--- src/rtl/mamba2_pkg.sv ---
// Shared constants and the arbiter state encoding for the FP16 multiplier pool.
package mamba2_pkg;

    localparam logic [15:0] FP16_ONE = 16'h3C00;
    localparam logic [15:0] FP16_TWO = 16'h4000;

    typedef enum logic [1:0] {
        ST_ARB    = 2'd0,
        ST_LOCKED = 2'd1,
        ST_DRAIN  = 2'd2
    } arb_state_e;

endpackage

--- src/rtl/fp16_mult_wrapper.sv ---
// FP16 multiplier with M_LAT cycles from valid_in to valid_out.
// Denormal inputs and results flush to zero; rounding is round-to-nearest-even.
module fp16_mult_wrapper #(
    parameter int DW    = 16,
    parameter int M_LAT = 6
) (
    input  logic          clk,
    input  logic          rst_n,
    input  logic          valid_in,
    input  logic [DW-1:0] a,
    input  logic [DW-1:0] b,
    output logic          valid_out,
    output logic [DW-1:0] result
);

    function automatic logic [10:0] round_rne(input logic [10:0] mant, input logic rnd,
                                              input logic sticky);
        return mant + {10'd0, rnd & (sticky | mant[0])};
    endfunction

    function automatic logic [15:0] sat_pack(input logic sgn, input int e, input logic [9:0] m);
        if (e >= 31) return {sgn, 5'h1F, 10'h000};
        if (e <= 0)  return {sgn, 15'h0000};
        return {sgn, e[4:0], m};
    endfunction

    function automatic logic [15:0] fp16_mul(input logic [15:0] x, input logic [15:0] y);
        logic        sgn;
        logic [4:0]  ex;
        logic [4:0]  ey;
        logic [21:0] m;
        logic [10:0] mant;
        logic        rnd;
        logic        sticky;
        int          e;
        sgn = x[15] ^ y[15];
        ex  = x[14:10];
        ey  = y[14:10];
        if ((ex == 5'h1F && x[9:0] != 10'd0) || (ey == 5'h1F && y[9:0] != 10'd0))
            return 16'h7E00;
        if (ex == 5'h1F || ey == 5'h1F)
            return (ex == 5'd0 || ey == 5'd0) ? 16'h7E00 : {sgn, 5'h1F, 10'h000};
        if (ex == 5'd0 || ey == 5'd0)
            return {sgn, 15'h0000};
        m = {11'd0, 1'b1, x[9:0]} * {11'd0, 1'b1, y[9:0]};
        e = int'(ex) + int'(ey) - 15;
        if (m[21]) begin
            mant   = {1'b0, m[20:11]};
            rnd    = m[10];
            sticky = |m[9:0];
            e      = e + 1;
        end else begin
            mant   = {1'b0, m[19:10]};
            rnd    = m[9];
            sticky = |m[8:0];
        end
        mant = round_rne(mant, rnd, sticky);
        // Rounding carried out of the mantissa: renormalise.
        if (mant[10]) begin
            mant = 11'd0;
            e    = e + 1;
        end
        return sat_pack(sgn, e, mant[9:0]);
    endfunction

    logic          vld_q [M_LAT];
    logic          vld_d [M_LAT];
    logic [DW-1:0] res_q [M_LAT];
    logic [DW-1:0] res_d [M_LAT];

    always_comb begin
        vld_d[0] = valid_in;
        res_d[0] = fp16_mul(a, b);
        for (int s = 1; s < M_LAT; s++) begin
            vld_d[s] = vld_q[s-1];
            res_d[s] = res_q[s-1];
        end
    end

    always_ff @(posedge clk or negedge rst_n) begin
        if (!rst_n) begin
            for (int s = 0; s < M_LAT; s++) vld_q[s] <= 1'b0;
        end else begin
            for (int s = 0; s < M_LAT; s++) vld_q[s] <= vld_d[s];
        end
    end

    always_ff @(posedge clk) begin
        for (int s = 0; s < M_LAT; s++) res_q[s] <= res_d[s];
    end

    assign valid_out = vld_q[M_LAT-1];
    assign result    = res_q[M_LAT-1];

endmodule

--- src/rtl/mult_pool_arb.sv ---
// Round-robin arbiter sharing one FP16 multiplier lane among NREQ requesters,
// with grant locking and drain. Define MULT_POOL_STATS_EN for per-requester grant/stall counters.
module mult_pool_arb
    import mamba2_pkg::*;
#(
    parameter int NREQ  = 3,
    parameter int DW    = 16,
    parameter int M_LAT = 6,
    parameter int TW    = 10
) (
    input  logic               clk,
    input  logic               rst_n,
    input  logic [NREQ-1:0]    req_valid,
    input  logic [NREQ*DW-1:0] req_a_flat,
    input  logic [NREQ*DW-1:0] req_b_flat,
    input  logic [NREQ*TW-1:0] req_tag_flat,
    input  logic [NREQ-1:0]    req_lock,
    output logic [NREQ-1:0]    req_ready,
    input  logic               drain,
    output logic [NREQ-1:0]    rsp_valid,
    output logic [DW-1:0]      rsp_data,
    output logic [TW-1:0]      rsp_tag,
    output logic               idle
`ifdef MULT_POOL_STATS_EN
    ,
    output logic [NREQ*32-1:0] grant_cnt_flat,
    output logic [NREQ*32-1:0] stall_cnt_flat
`endif
);

    localparam int IDW = (NREQ > 1) ? $clog2(NREQ) : 1;
    localparam int CW  = $clog2(M_LAT + 3);

    function automatic logic [IDW-1:0] next_id(input logic [IDW-1:0] id);
        if (id == IDW'(NREQ - 1)) return '0;
        return id + IDW'(1);
    endfunction

    arb_state_e      state_q, state_d;
    logic [IDW-1:0]  rr_q, rr_d;
    logic [IDW-1:0]  owner_q, owner_d;
    logic [IDW-1:0]  arb_id, sel_id;
    logic            found;
    logic [NREQ-1:0] ready;
    logic            xfer, lock_sel;

    logic            iss_vld_q, iss_vld_d;
    logic [IDW-1:0]  iss_id_q, iss_id_d;
    logic [DW-1:0]   iss_a_q, iss_a_d, iss_b_q, iss_b_d;
    logic [TW-1:0]   iss_tag_q, iss_tag_d;
    logic [IDW-1:0]  id_sh_q  [M_LAT];
    logic [IDW-1:0]  id_sh_d  [M_LAT];
    logic [TW-1:0]   tag_sh_q [M_LAT];
    logic [TW-1:0]   tag_sh_d [M_LAT];

    logic            mult_vld;
    logic [DW-1:0]   mult_res;
    logic [NREQ-1:0] rsp_valid_q, rsp_valid_d;
    logic [DW-1:0]   rsp_data_q, rsp_data_d;
    logic [TW-1:0]   rsp_tag_q, rsp_tag_d;
    logic [CW-1:0]   cnt_q, cnt_d;

    // Round-robin search: lowest valid index at or above rr, else lowest valid overall.
    always_comb begin
        found  = 1'b0;
        arb_id = '0;
        for (int i = 0; i < NREQ; i++) begin
            if (!found && req_valid[i] && IDW'(i) >= rr_q) begin
                found  = 1'b1;
                arb_id = IDW'(i);
            end
        end
        for (int i = 0; i < NREQ; i++) begin
            if (!found && req_valid[i]) begin
                found  = 1'b1;
                arb_id = IDW'(i);
            end
        end
        sel_id = (state_q == ST_LOCKED) ? owner_q : arb_id;
        ready  = '0;
        for (int i = 0; i < NREQ; i++) begin
            ready[i] = (((state_q == ST_ARB) && found) || (state_q == ST_LOCKED))
                       && (IDW'(i) == sel_id);
        end
    end

    assign req_ready = ready;
    assign xfer      = |(req_valid & ready);
    assign lock_sel  = |(req_lock & ready);
    assign idle      = (cnt_q == '0);

    always_comb begin
        state_d = state_q;
        rr_d    = rr_q;
        owner_d = owner_q;
        case (state_q)
            ST_ARB: begin
                if (xfer) begin
                    rr_d = next_id(arb_id);
                    if (lock_sel) begin
                        state_d = ST_LOCKED;
                        owner_d = arb_id;
                    end
                end
            end
            ST_LOCKED: begin
                if (xfer && !lock_sel) begin
                    state_d = ST_ARB;
                    rr_d    = next_id(owner_q);
                end
            end
            ST_DRAIN: begin
                if (!drain && idle) state_d = ST_ARB;
            end
            default: state_d = ST_ARB;
        endcase
        // A beat accepted alongside drain still completes; only later grants stop.
        if (drain && state_q != ST_DRAIN) state_d = ST_DRAIN;
    end

    always_comb begin
        iss_vld_d = xfer;
        iss_id_d  = sel_id;
        iss_a_d   = '0;
        iss_b_d   = '0;
        iss_tag_d = '0;
        for (int i = 0; i < NREQ; i++) begin
            if (ready[i]) begin
                iss_a_d   = req_a_flat[i*DW +: DW];
                iss_b_d   = req_b_flat[i*DW +: DW];
                iss_tag_d = req_tag_flat[i*TW +: TW];
            end
        end
        id_sh_d[0]  = iss_id_q;
        tag_sh_d[0] = iss_tag_q;
        for (int s = 1; s < M_LAT; s++) begin
            id_sh_d[s]  = id_sh_q[s-1];
            tag_sh_d[s] = tag_sh_q[s-1];
        end
    end

    always_comb begin
        rsp_valid_d = '0;
        rsp_data_d  = rsp_data_q;
        rsp_tag_d   = rsp_tag_q;
        if (mult_vld) begin
            for (int i = 0; i < NREQ; i++) rsp_valid_d[i] = (IDW'(i) == id_sh_q[M_LAT-1]);
            rsp_data_d = mult_res;
            rsp_tag_d  = tag_sh_q[M_LAT-1];
        end
        cnt_d = cnt_q;
        case ({xfer, |rsp_valid_q})
            2'b10:   cnt_d = cnt_q + CW'(1);
            2'b01:   cnt_d = cnt_q - CW'(1);
            default: cnt_d = cnt_q;
        endcase
    end

    always_ff @(posedge clk or negedge rst_n) begin
        if (!rst_n) begin
            state_q     <= ST_ARB;
            rr_q        <= '0;
            owner_q     <= '0;
            iss_vld_q   <= 1'b0;
            iss_id_q    <= '0;
            for (int s = 0; s < M_LAT; s++) id_sh_q[s] <= '0;
            rsp_valid_q <= '0;
            rsp_data_q  <= '0;
            rsp_tag_q   <= '0;
            cnt_q       <= '0;
        end else begin
            state_q     <= state_d;
            rr_q        <= rr_d;
            owner_q     <= owner_d;
            iss_vld_q   <= iss_vld_d;
            iss_id_q    <= iss_id_d;
            for (int s = 0; s < M_LAT; s++) id_sh_q[s] <= id_sh_d[s];
            rsp_valid_q <= rsp_valid_d;
            rsp_data_q  <= rsp_data_d;
            rsp_tag_q   <= rsp_tag_d;
            cnt_q       <= cnt_d;
        end
    end

    always_ff @(posedge clk) begin
        iss_a_q   <= iss_a_d;
        iss_b_q   <= iss_b_d;
        iss_tag_q <= iss_tag_d;
        for (int s = 0; s < M_LAT; s++) tag_sh_q[s] <= tag_sh_d[s];
    end

    assign rsp_valid = rsp_valid_q;
    assign rsp_data  = rsp_data_q;
    assign rsp_tag   = rsp_tag_q;

    fp16_mult_wrapper #(
        .DW    (DW),
        .M_LAT (M_LAT)
    ) u_mult (
        .clk       (clk),
        .rst_n     (rst_n),
        .valid_in  (iss_vld_q),
        .a         (iss_a_q),
        .b         (iss_b_q),
        .valid_out (mult_vld),
        .result    (mult_res)
    );

`ifdef MULT_POOL_STATS_EN
    function automatic logic [31:0] sat_inc(input logic [31:0] v);
        return (&v) ? v : v + 32'd1;
    endfunction

    logic [31:0] grant_cnt_q [NREQ];
    logic [31:0] grant_cnt_d [NREQ];
    logic [31:0] stall_cnt_q [NREQ];
    logic [31:0] stall_cnt_d [NREQ];

    always_comb begin
        for (int i = 0; i < NREQ; i++) begin
            grant_cnt_d[i] = (req_valid[i] && ready[i])  ? sat_inc(grant_cnt_q[i]) : grant_cnt_q[i];
            stall_cnt_d[i] = (req_valid[i] && !ready[i]) ? sat_inc(stall_cnt_q[i]) : stall_cnt_q[i];
            grant_cnt_flat[i*32 +: 32] = grant_cnt_q[i];
            stall_cnt_flat[i*32 +: 32] = stall_cnt_q[i];
        end
    end

    always_ff @(posedge clk or negedge rst_n) begin
        if (!rst_n) begin
            for (int i = 0; i < NREQ; i++) begin
                grant_cnt_q[i] <= '0;
                stall_cnt_q[i] <= '0;
            end
        end else begin
            for (int i = 0; i < NREQ; i++) begin
                grant_cnt_q[i] <= grant_cnt_d[i];
                stall_cnt_q[i] <= stall_cnt_d[i];
            end
        end
    end
`endif

endmodule
--- config.mk ---
export PLATFORM = sky130hd
export DESIGN_NAME = mult_pool_arb
export DESIGN_NICKNAME = d
export VERILOG_FILES = /design/src/rtl/mamba2_pkg.sv /design/src/rtl/fp16_mult_wrapper.sv /design/src/rtl/mult_pool_arb.sv
export SDC_FILE = /design/constraint.sdc
export NUM_CORES = 1
export LEC_CHECK = 0
export BUFFER_PORTS_ARGS = -buffer_cell sky130_fd_sc_hd__buf_2
export CAP_MARGIN = 25
export CORE_MARGIN = 10
export CORE_UTILIZATION = 42
export CTS_BUF_LIST = sky130_fd_sc_hd__clkbuf_8 sky130_fd_sc_hd__clkbuf_16
export CTS_CLUSTER_SIZE = 12
export DETAILED_ROUTE_END_ITERATION = 8
export REMOVE_ABC_BUFFERS = 1
export SLEW_MARGIN = 20
export SYNTH_ARGS = -nofsm -noshare
export SYNTH_HDL_FRONTEND = slang
export SYNTH_HIERARCHICAL = 1
export SYNTH_SLANG_ARGS = --single-unit
--- constraint.sdc ---
create_clock -name clk -period 7.75 [get_ports clk]
set_clock_uncertainty 0.2 [all_clocks]
set_input_delay 0.3875 -clock clk [delete_from_list [all_inputs] [get_ports clk]]
set_output_delay 0.3875 -clock clk [all_outputs]
set_load 0.02 [all_outputs]
# Yosys cells after proc, flatten, opt, wreduce, memory -nomap -nowiden
# Memory sizes are Yosys's and may differ from the RTL's. A register that Yosys moved wholly into a read port is not among the register bits.
# Index checks and enable logic that the tools add are counted.
word_totals:
  regBits: 76
  latchBits: 0
  mem_bits_rw: 156
  romBits: 0
  in_bits: 135
  output_inout_bits: 33
  wordCells: 200
  mem_count: 2
mem_list:
  columns: ["name", "words", "width", "rd", "rd_clocked_by_memory_dff", "wr", "line", "rtl"]
  rows:
  - ["u_mult.res_q", 6, 16, 6, 1, 6, "fp16_mult_wrapper.sv:68", "logic [DW-1:0] res_q [M_LAT];"]
  - ["tag_sh_q", 6, 10, 6, 1, 6, "mult_pool_arb.sv:53", "logic [TW-1:0] tag_sh_q [M_LAT];"]
classes:
  addsub: 9
  mul: 1
  div_mod_pow: 0
  n_lt_le_gt_ge: 5
  n_eq_ne: 19
  n_shift: 0
  n_mux: 89
  bitwise: 5
  n_reduce_logical: 48
op_table:
  columns: ["cell", "n"]
  rows:
  - ["16-bit two-way mux", 17]
  - ["32-bit two-way mux", 8]
  - ["32-bit by 2-bit adder with 32-bit output, second input constant", 2]
  - ["10-bit two-way mux", 5]
  - ["1-bit two-way mux", 36]
  - ["11-bit two-way mux", 3]
  - ["32-bit by 6-bit >= comparator with 1-bit output, second input constant", 1]
  - ["32-bit by 1-bit less-or-equal comparator with 1-bit output, second input constant", 1]
  - ["2-bit two-way mux", 16]
  - ["32-bit by 5-bit subtractor with 32-bit output, second input constant", 1]
  - ["11-bit by 11-bit multiplier with 22-bit output", 1]
  - ["10-bit nonzero test", 2]
  - ["1-bit logical AND", 17]
  - ["11-bit by 1-bit adder with 11-bit output", 1]
  - ["5-bit equality test, second input constant", 2]
  - ["5-bit logical NOT", 2]
  - ["10-bit OR reduction", 1]
  - ["1-bit logical NOT", 9]
  - ["3-bit OR reduction", 3]
  - ["9-bit OR reduction", 1]
  - ["2-bit equality test, second input constant", 4]
  - ["4-bit one-hot mux with 2 select lines", 1]
  - ["5-bit by 5-bit adder with 6-bit output", 1]
  - ["3-bit AND", 2]
  - ["other kinds (25)", 39]

# Depth between registers and ports, before layout
# Gate-level depths: netlist of the first run.
logic_depth:
  word_depth: 32
  depth_mapped: 33
  mapped_depth_nobuf: 29

# Cells and area by module
# Netlist of the first run, hierarchy kept.
modules_own_cells:
  columns: ["mod", "n_inst", "cells_each", "area_per_inst_um2", "seq_area_each_um2"]
  rows:
  - ["fp16_mult_wrapper", 1, 890, 8179.1, 2072.0]
  - ["mult_pool_arb", 1, 473, 5227.5, 3393.3]

# Worst setup path after synthesis of the first run
# No wires, ideal clock.
synth_path:
  path_kind: "register to register"
  from: "register iss_a_q[2]"
  to: "memory u_mult.res_q[0][10]"
  setup_ps: 130
  t_arrival_ps: 7500
  t_required_ps: 7420
  path_slack_ps: -81
  path_stages_with_launch: 32
  path_buffers: 5
  period_less_slack_ps: 7831
  cell_sequence: "dfxtp_1 > clkbuf_1 > inv_1 > fa_1 > inv_1 > fa_1 > fa_1 > fa_1 > inv_1 > fa_1 > inv_1 > ha_1 > buf_2 > nand4_1 > nor4_1 > a21boi_1 > nor4_4 > nor2_2 > clkbuf_1 > clkbuf_1 > xnor2_1 > ha_1 > clkbuf_1 > o2111ai_1 > ha_1 > and4_1 > and2_1 > o31ai_1 > a21oi_1 > o211ai_1 > nor3b_2 > a21oi_1"
synth_lines:
  columns: ["element", "line", "rtl"]
  rows:
  - ["start, declared", "mult_pool_arb.sv:49", "logic [DW-1:0] iss_a_q, iss_a_d, iss_b_q, iss_b_d;"]
  - ["start signal, assigned", "mult_pool_arb.sv:186", "iss_a_q <= iss_a_d;"]
  - ["end, declared", "fp16_mult_wrapper.sv:68", null]

==> run metrics, run 1 <==
vias in the first global route 10722; total gr overflow 0; count of final setup violators 0; Setup CP Type reg2reg; Row Count 65; Commonest cells post-synth dfxtp_1 (198), nand2_1 (139), inv_1 (137), nor2_1 (92); CP most frequent cell fa_1; IO Port Bufs 167; status finished, final reports clean; max incr delay on CP 0.55 ns; f_max 137 MHz; Routed WL 31500 µm; Routed Antenna Nets 0; Pre-Repair DR Iteration Count 5; Slew @ Worst Pin 0.882 ns; Vias 10348; sequential power share 50.3%; Die ar. 39500 µm²; leakage power 7.73 nW; H-tree Lvls 1; slowest stage cell, crit path fa_1; pin count of the biggest net entering global routing 61; GP Congestion 0.895; All-Layer GR Usage 16.1%; Final HPWL DP 23500 µm; placed insts 1905; WL per Instance 15.4 µm; Worst Hold Class reg2reg; dominant register cell in the synthesized netlist dfxtp_1; critical path arrival 7.55 ns; synth warn 6; crit-path max FO 9; fin nets 1917; Tot Pwr 2.91 mW; type of destination of the critical path flop; Hold Slack 0.115 ns; CTS tree done; count leader, synth dfxtp_1; largest cells by area after synthesis dfxtp_1 (30%), fa_1 (12%), dfrtp_1 (11%), ha_1 (7.6%), nand2_1 (3.9%); Max transition margin 40.8%; P_int 2.20 mW; initial antenna violation count 0; clock buffer depth 3; Placement Setup Slack -0.246 ns; Clock Pin Slew Worst Setup and Hold Paths 0.06 ns; synthesized instance count 1363; Sw Ratio 24.3%; Num Clock Sinks 258; max-slew violation count 0; DRC viols 0; Die Width 199 µm; Via density 5.08; area leader, netlist dfxtp_1; Netlist Area Pre-Place 13400 µm²; sequential cell area 5490 µm²; non-filler cells, final 2039; Final Cycle Share 94.2%; fillers 2879; Starting Density 42.5%; FFs w/ async S/R, synth 23.3%; max cap viols 0; RSZ-0062 raised after global routing false; first-pass GRT wire length 52700 µm; Root Buffer clkbuf_16; Max IR drop VDD 0.000149 V; Critical Path Source Type flop; drt initial violations 773; share of Yosys cell area claimed by the top area cell type 29.6%; library cells used by synthesis 94; diode count 0; R2R setup slack 0.45 ns; final setup margin 0.451 ns; final hold violations 0; clock share of power 39.3%; combinational power share 10.4%; number of buffers created by CTS 27; Avg Inst Size Synth 9.84 µm²; Final min period 7.30 ns; I/O pin total 168; sequential fraction of the synthesis area 40.8%; area taken by multi-input logic gates 7300 µm²; Worst-Skew Late Latency 0.53 ns; area grow syn2layout 23.9%; Synth Register Bits 258; NetSw 0.708 mW; share of cells above drive strength 1 21.0%; WP data required 8.00 ns; CORE AREA 31600 µm²; Die Height 199 µm; EDFF count, synth 0; Power Density 175 nW/µm²
[layout by cell type, fill, tap and decap left out, types with 7 or more instances in the layout]
cell type | synthesis | layout
xor2_1 | 17 | 17
buf_2 | 8 | 167
and3_1 | 14 | 14
mux2_2 | 30 | 30
o21ai_0 | 65 | 64
dfxtp_2 | 0 | 13
ha_1 | 81 | 76
nand2b_1 | 8 | 8
inv_1 | 137 | 149
nand3_1 | 19 | 19
nand4_1 | 13 | 13
dfrtp_1 | 60 | 59
nor3_1 | 20 | 19
xnor2_1 | 25 | 24
a21oi_1 | 78 | 76
and2_1 | 47 | 47
buf_4 | 0 | 34
o2111ai_1 | 14 | 14
dfxtp_1 | 198 | 184
nor2_1 | 92 | 92
dlygate4sd3_1 | 0 | 87
fa_1 | 81 | 81
nand2_1 | 139 | 138
clkbuf_16 | 0 | 27
or3_1 | 7 | 7
nor4_1 | 12 | 11
[worst max-delay path: cells and delay by family (launching register included)]
kind / cells / cell delay, ns
adders and majority gates: 7 / 3.17
and+or+nand+nor: 10 / 1.69
buffers and inverters: 7 / 0.98
AOI/OAI and AO/OA: 4 / 0.78
DFF: 1 / 0.40
[through the flow]
stage          cell area [µm²]  setup TNS (ns)  utilization, %
2_1_floorplan            13200         -0.0729               -
3_5_place_dp             14800           -1.71            46.9
4_1_cts                  16500               0            52.2
3_3_place_gp             14800               0            46.9
5_1_grt                  16600               0            52.7
6_report                 16600               0            52.7
[final timing paths]
kind                       cells past startpoint             endpoint           start
max in group asynchronous                      3     u_mult/valid_out           rst_n
min reg2reg                                    0       tag_sh_q[5][7]  tag_sh_q[4][7]
min                                            0       tag_sh_q[5][7]  tag_sh_q[4][7]
max reg2reg                                   28  u_mult/res_q[0][14]      iss_a_q[3]
max                                           28  u_mult/res_q[0][14]      iss_a_q[3]
min in group asynchronous                      3             cnt_q[3]           rst_n
[registers in the layout, summed over array words and instances (netlist names), 2 cells and up]
register and cells:
rsp_valid 3, owner_q 2, tag_sh_q 60, iss_id_q 2
rsp_data 16, id_sh_q 2, state_q 2, u_mult/vld_d 5
rr_q 2, id_sh_d 10, cnt_q 4, iss_tag_q 10
rsp_tag 10, iss_a_q 16, iss_b_q 16, u_mult/res_q 96
[power by group through the flow]
stage | Combinational [mW] | Sequential (mW) | Clock (mW)
floorplan | 0.111 | 1.53 | 0
global placement | 0.273 | 1.49 | 0
detailed placement | 0.278 | 1.49 | 0
CTS | 0.297 | 1.46 | 1.18
global route | 0.329 | 1.47 | 1.23
finish | 0.303 | 1.46 | 1.14
[cells by family (layout without fill, tap and decap cells)]
logic type	count (synthesis)	count (layout)	synth area share, %
AND/OR/NAND/NOR	426	426	16.4
flip-flops	258	258	40.8
AO/OA/AOI/OAI	237	237	11.5
buffers and inverters	200	474	5.73
adder cells (fa/ha/maj)	162	162	19.7
XOR/XNOR	42	42	2.74
multiplexers	38	38	3.20
[repair_timing]
action | CTS | global route
gates resized for setup | 10 | 29
gates cloned | 0 | 0
setup buffers | 0 | 0
endpoints found under the setup margin | 15 | 15
hold endpoints to repair | 105 | 0
pin swaps | 0 | 3
hold buffers | 87 | 0
[per-layer routing]
layer / track usage, % / wire length, µm / vias to the layer above
li1: - / - / 5079
met1: 20.6 / 14000 / 4991
met2: 27.8 / 15500 / 234
met3: 1.94 / 1340 / 44
met4: 4.58 / 654 / 0
met5: 0 / 0 / -
[layout make-up]
class | count | area share (%)
clock buffer | 29 | 4.23
clock inverter | 17 | 0.565
inverter | 138 | 3.12
multi-input combinational | 905 | 43.9
sequential | 258 | 33.0
tap | 402 | 3.03
timing repair buffer | 290 | 12.1
No activity file was read; power rests on OpenSTA's default activity.
==> run 2: changes to the inputs <==
--- a/config.mk
+++ b/config.mk
@@ -7,6 +7,7 @@
 export LEC_CHECK = 0
 export BUFFER_PORTS_ARGS = -buffer_cell sky130_fd_sc_hd__buf_2
 export CAP_MARGIN = 25
+export CORE_ASPECT_RATIO = 0.8
 export CORE_MARGIN = 10
 export CORE_UTILIZATION = 42
 export CTS_BUF_LIST = sky130_fd_sc_hd__clkbuf_8 sky130_fd_sc_hd__clkbuf_16
==> constraint.sdc (replaced) <==
create_clock -name clk -period 7.75 [get_ports clk]
set_clock_uncertainty 0.2 [all_clocks]
set_input_delay 1.55 -clock clk [delete_from_list [all_inputs] [get_ports clk]]
set_output_delay 1.55 -clock clk [all_outputs]
set_load 0.02 [all_outputs]
==> run 2 against run 1 <==
Effect of this change: die area up 0.11%; global-route usage about the same; count of clock-buffer cells in the layout up 3; clock power up 4%; cell count down 2.9%; total power up 0.29%; cell area down 5.2%; non-clock buffer count down 83.
==> run metrics, run 2 (same netlist as run 1, synthesis figures left out) <==
status finished, final reports clean (unchanged); RSZ-0062 raised after global routing false (unchanged); leakage power 7.26 nW (was 7.73 nW); combinational power share 9.5% (was 10.4%); Power Density 185 nW/µm² (was 175 nW/µm²); clock share of power 40.4% (was 39.3%); Vias 10038 (was 10348); Die ar. 39500 µm² (about the same); Final HPWL DP 25300 µm (was 23500 µm); Final min period 7.32 ns (was 7.30 ns); Clock Pin Slew Worst Setup and Hold Paths 0.06 ns (about the same); Row Count 58 (was 65); count of final setup violators 0 (unchanged); drt initial violations 590 (was 773); Hold Buf Count CTS 0 (was 87); fin nets 1834 (was 1917); total gr overflow 0 (unchanged); number of buffers created by CTS 27 (unchanged); max FFs per register 96 (unchanged); IO Port Bufs 167 (unchanged); Routed WL 32300 µm (was 31500 µm); Via density 5.07 (was 5.08); Tot Pwr 2.92 mW (was 2.91 mW); critical path arrival 7.58 ns (was 7.55 ns); clock buffer depth 3 (unchanged); most frequent cells in the layout dfxtp_1 (189), buf_2 (167), inv_1 (149) (was dfxtp_1 (184), buf_2 (167), inv_1 (149)); DRC viols 0 (unchanged); CTS tree done (unchanged); Worst-Skew Late Latency 0.53 ns (about the same); final setup margin 0.433 ns (was 0.451 ns); f_max 137 MHz (about the same); vias in the first global route 10064 (was 10722); share of cells above drive strength 1 21.5% (was 21.0%); hold path start tag_sh_q[1][9] (was tag_sh_q[4][7]); Max transition margin 30.8% (was 40.8%); I/O pin total 168 (unchanged); final hold violations 0 (unchanged); Crit. Startpoint iss_b_q[4] (was iss_a_q[3]); Placement Setup Slack 0.00236 ns (was -0.246 ns); Routed Antenna Nets 0 (unchanged); Pre-Repair DR Iteration Count 5 (unchanged); slowest stage cell, crit path fa_1 (unchanged); WP data required 8.01 ns (was 8.00 ns); area grow syn2layout 17.5% (was 23.9%); max-slew violation count 0 (unchanged); CORE AREA 31400 µm² (was 31600 µm²); Sw Ratio 23.9% (was 24.3%); Root Buffer clkbuf_16 (unchanged); Die Width 220 µm (was 199 µm); pin count of the biggest net entering global routing 61 (unchanged); fillers 2864 (was 2879); crit-path max FO 10 (was 9); first-pass GRT wire length 52700 µm (about the same); reg2reg start iss_b_q[4] (was iss_a_q[3]); max cap viols 0 (unchanged); Critical Path Source Type flop (unchanged); P_int 2.22 mW (was 2.20 mW); Num Clock Sinks 258 (unchanged); type of destination of the critical path flop (unchanged); biggest regs u_mult/res_q: 96 flops, tag_sh_q: 60 flops (unchanged); NetSw 0.698 mW (was 0.708 mW); Reg with most FFs u_mult/res_q (unchanged); Die Height 180 µm (was 199 µm); H-tree Lvls 1 (unchanged); All-Layer GR Usage 16.1% (about the same); Starting Density 42.7% (was 42.5%); Setup CP Type reg2reg (unchanged); max incr delay on CP 0.55 ns (about the same); GP Congestion 0.897 (was 0.895); most common cell after layout, fill and taps aside dfxtp_1 (unchanged); Worst Hold Class reg2reg (unchanged); Final Cycle Share 94.4% (was 94.2%); initial antenna violation count 3 (was 0); WL per Instance 16.3 µm (was 15.4 µm); sequential power share 50.1% (was 50.3%); Max IR drop VDD 0.000152 V (was 0.000149 V); Slew @ Worst Pin 1.03 ns (was 0.882 ns)
## run 2: changes by cell type in the layout (fill, tap and decap cells not counted), sizes merged
cell | before | now
inv | 154 | 153
diode | 0 | 3
clkinv | 1 | 0
buf | 203 | 207
clkinvlp | 0 | 1
dlygate4sd3 | 87 | 0
clkbuf | 29 | 32
## run 2: area by class of cell
class	count	area [µm²]	share of cell area, %
multi-input combinational	905	7240	46.0
sequential	258	5480	34.8
timing repair buffer	207	1140	7.21
clock buffer	32	756	4.80
tap	420	526	3.34
inverter	138	518	3.29
clock inverter	16	85.1	0.540
antenna	3	7.51	0.0477
## run 2: per-layer routing
metal | part of all wire [%] | vias up | GRT usage (%)
li1 | - | 4933 | -
met1 | 49 | 4822 | 23.9
met2 | 43 | 258 | 24.3
met3 | 6.5 | 25 | 2.53
met4 | 1.2 | 0 | 3.23
met5 | 0 | - | 0
## run 2: worst paths after layout
kind | endpoint | slack [ns] | cells past startpoint
worst min-delay path | tag_sh_q[2][9] | 0.12 | 0
worst max register to register | u_mult/res_q[0][10] | 0.43 | 28
max in group asynchronous | rsp_data[9] | 5.84 | 2
worst min register to register | tag_sh_q[2][9] | 0.12 | 0
worst max-delay path | u_mult/res_q[0][10] | 0.43 | 28
min in group asynchronous | cnt_q[3] | 0.99 | 2
## run 2: metrics by stage
step / TNS (ns) / hold WS (ns) / instances / instance area [µm²] / utilization [%]
finish: 0 / 0.122 / 1979 / 15700 / 50.1
global route: 0 / 0.127 / 1976 / 15700 / 50.1
CTS: 0 / 0.120 / 1974 / 15700 / 49.9
detailed placement: 0 / 0.112 / 1926 / 14800 / 47.2
global placement: 0 / 0.110 / 1926 / 14800 / 47.2
floorplan: -0.0729 / 0.110 / 1301 / 13200 / -
## run 2: timing repair
action,in CTS,in global routing
buffers inserted,0,2
setup endpoints to repair,5,15
gates cloned,0,0
gates resized for setup,1,21
pin swaps,0,4
## run 2: critical path, delay by kind of cell (launching register included)
kind	cells	cell delay, ns
buf+inv	7	0.82
fa+ha+maj	7	3.06
compound gates	4	0.80
flops	1	0.40
simple gates	10	1.96
## run 2: power by group through the flow
stage / clock (mW) / sequential, mW / combinational, mW
floorplan: 0 / 1.53 / 0.111
global placement: 0 / 1.49 / 0.277
detailed placement: 0 / 1.49 / 0.281
CTS: 1.22 / 1.46 / 0.282
global route: 1.28 / 1.47 / 0.303
finish: 1.18 / 1.46 / 0.278
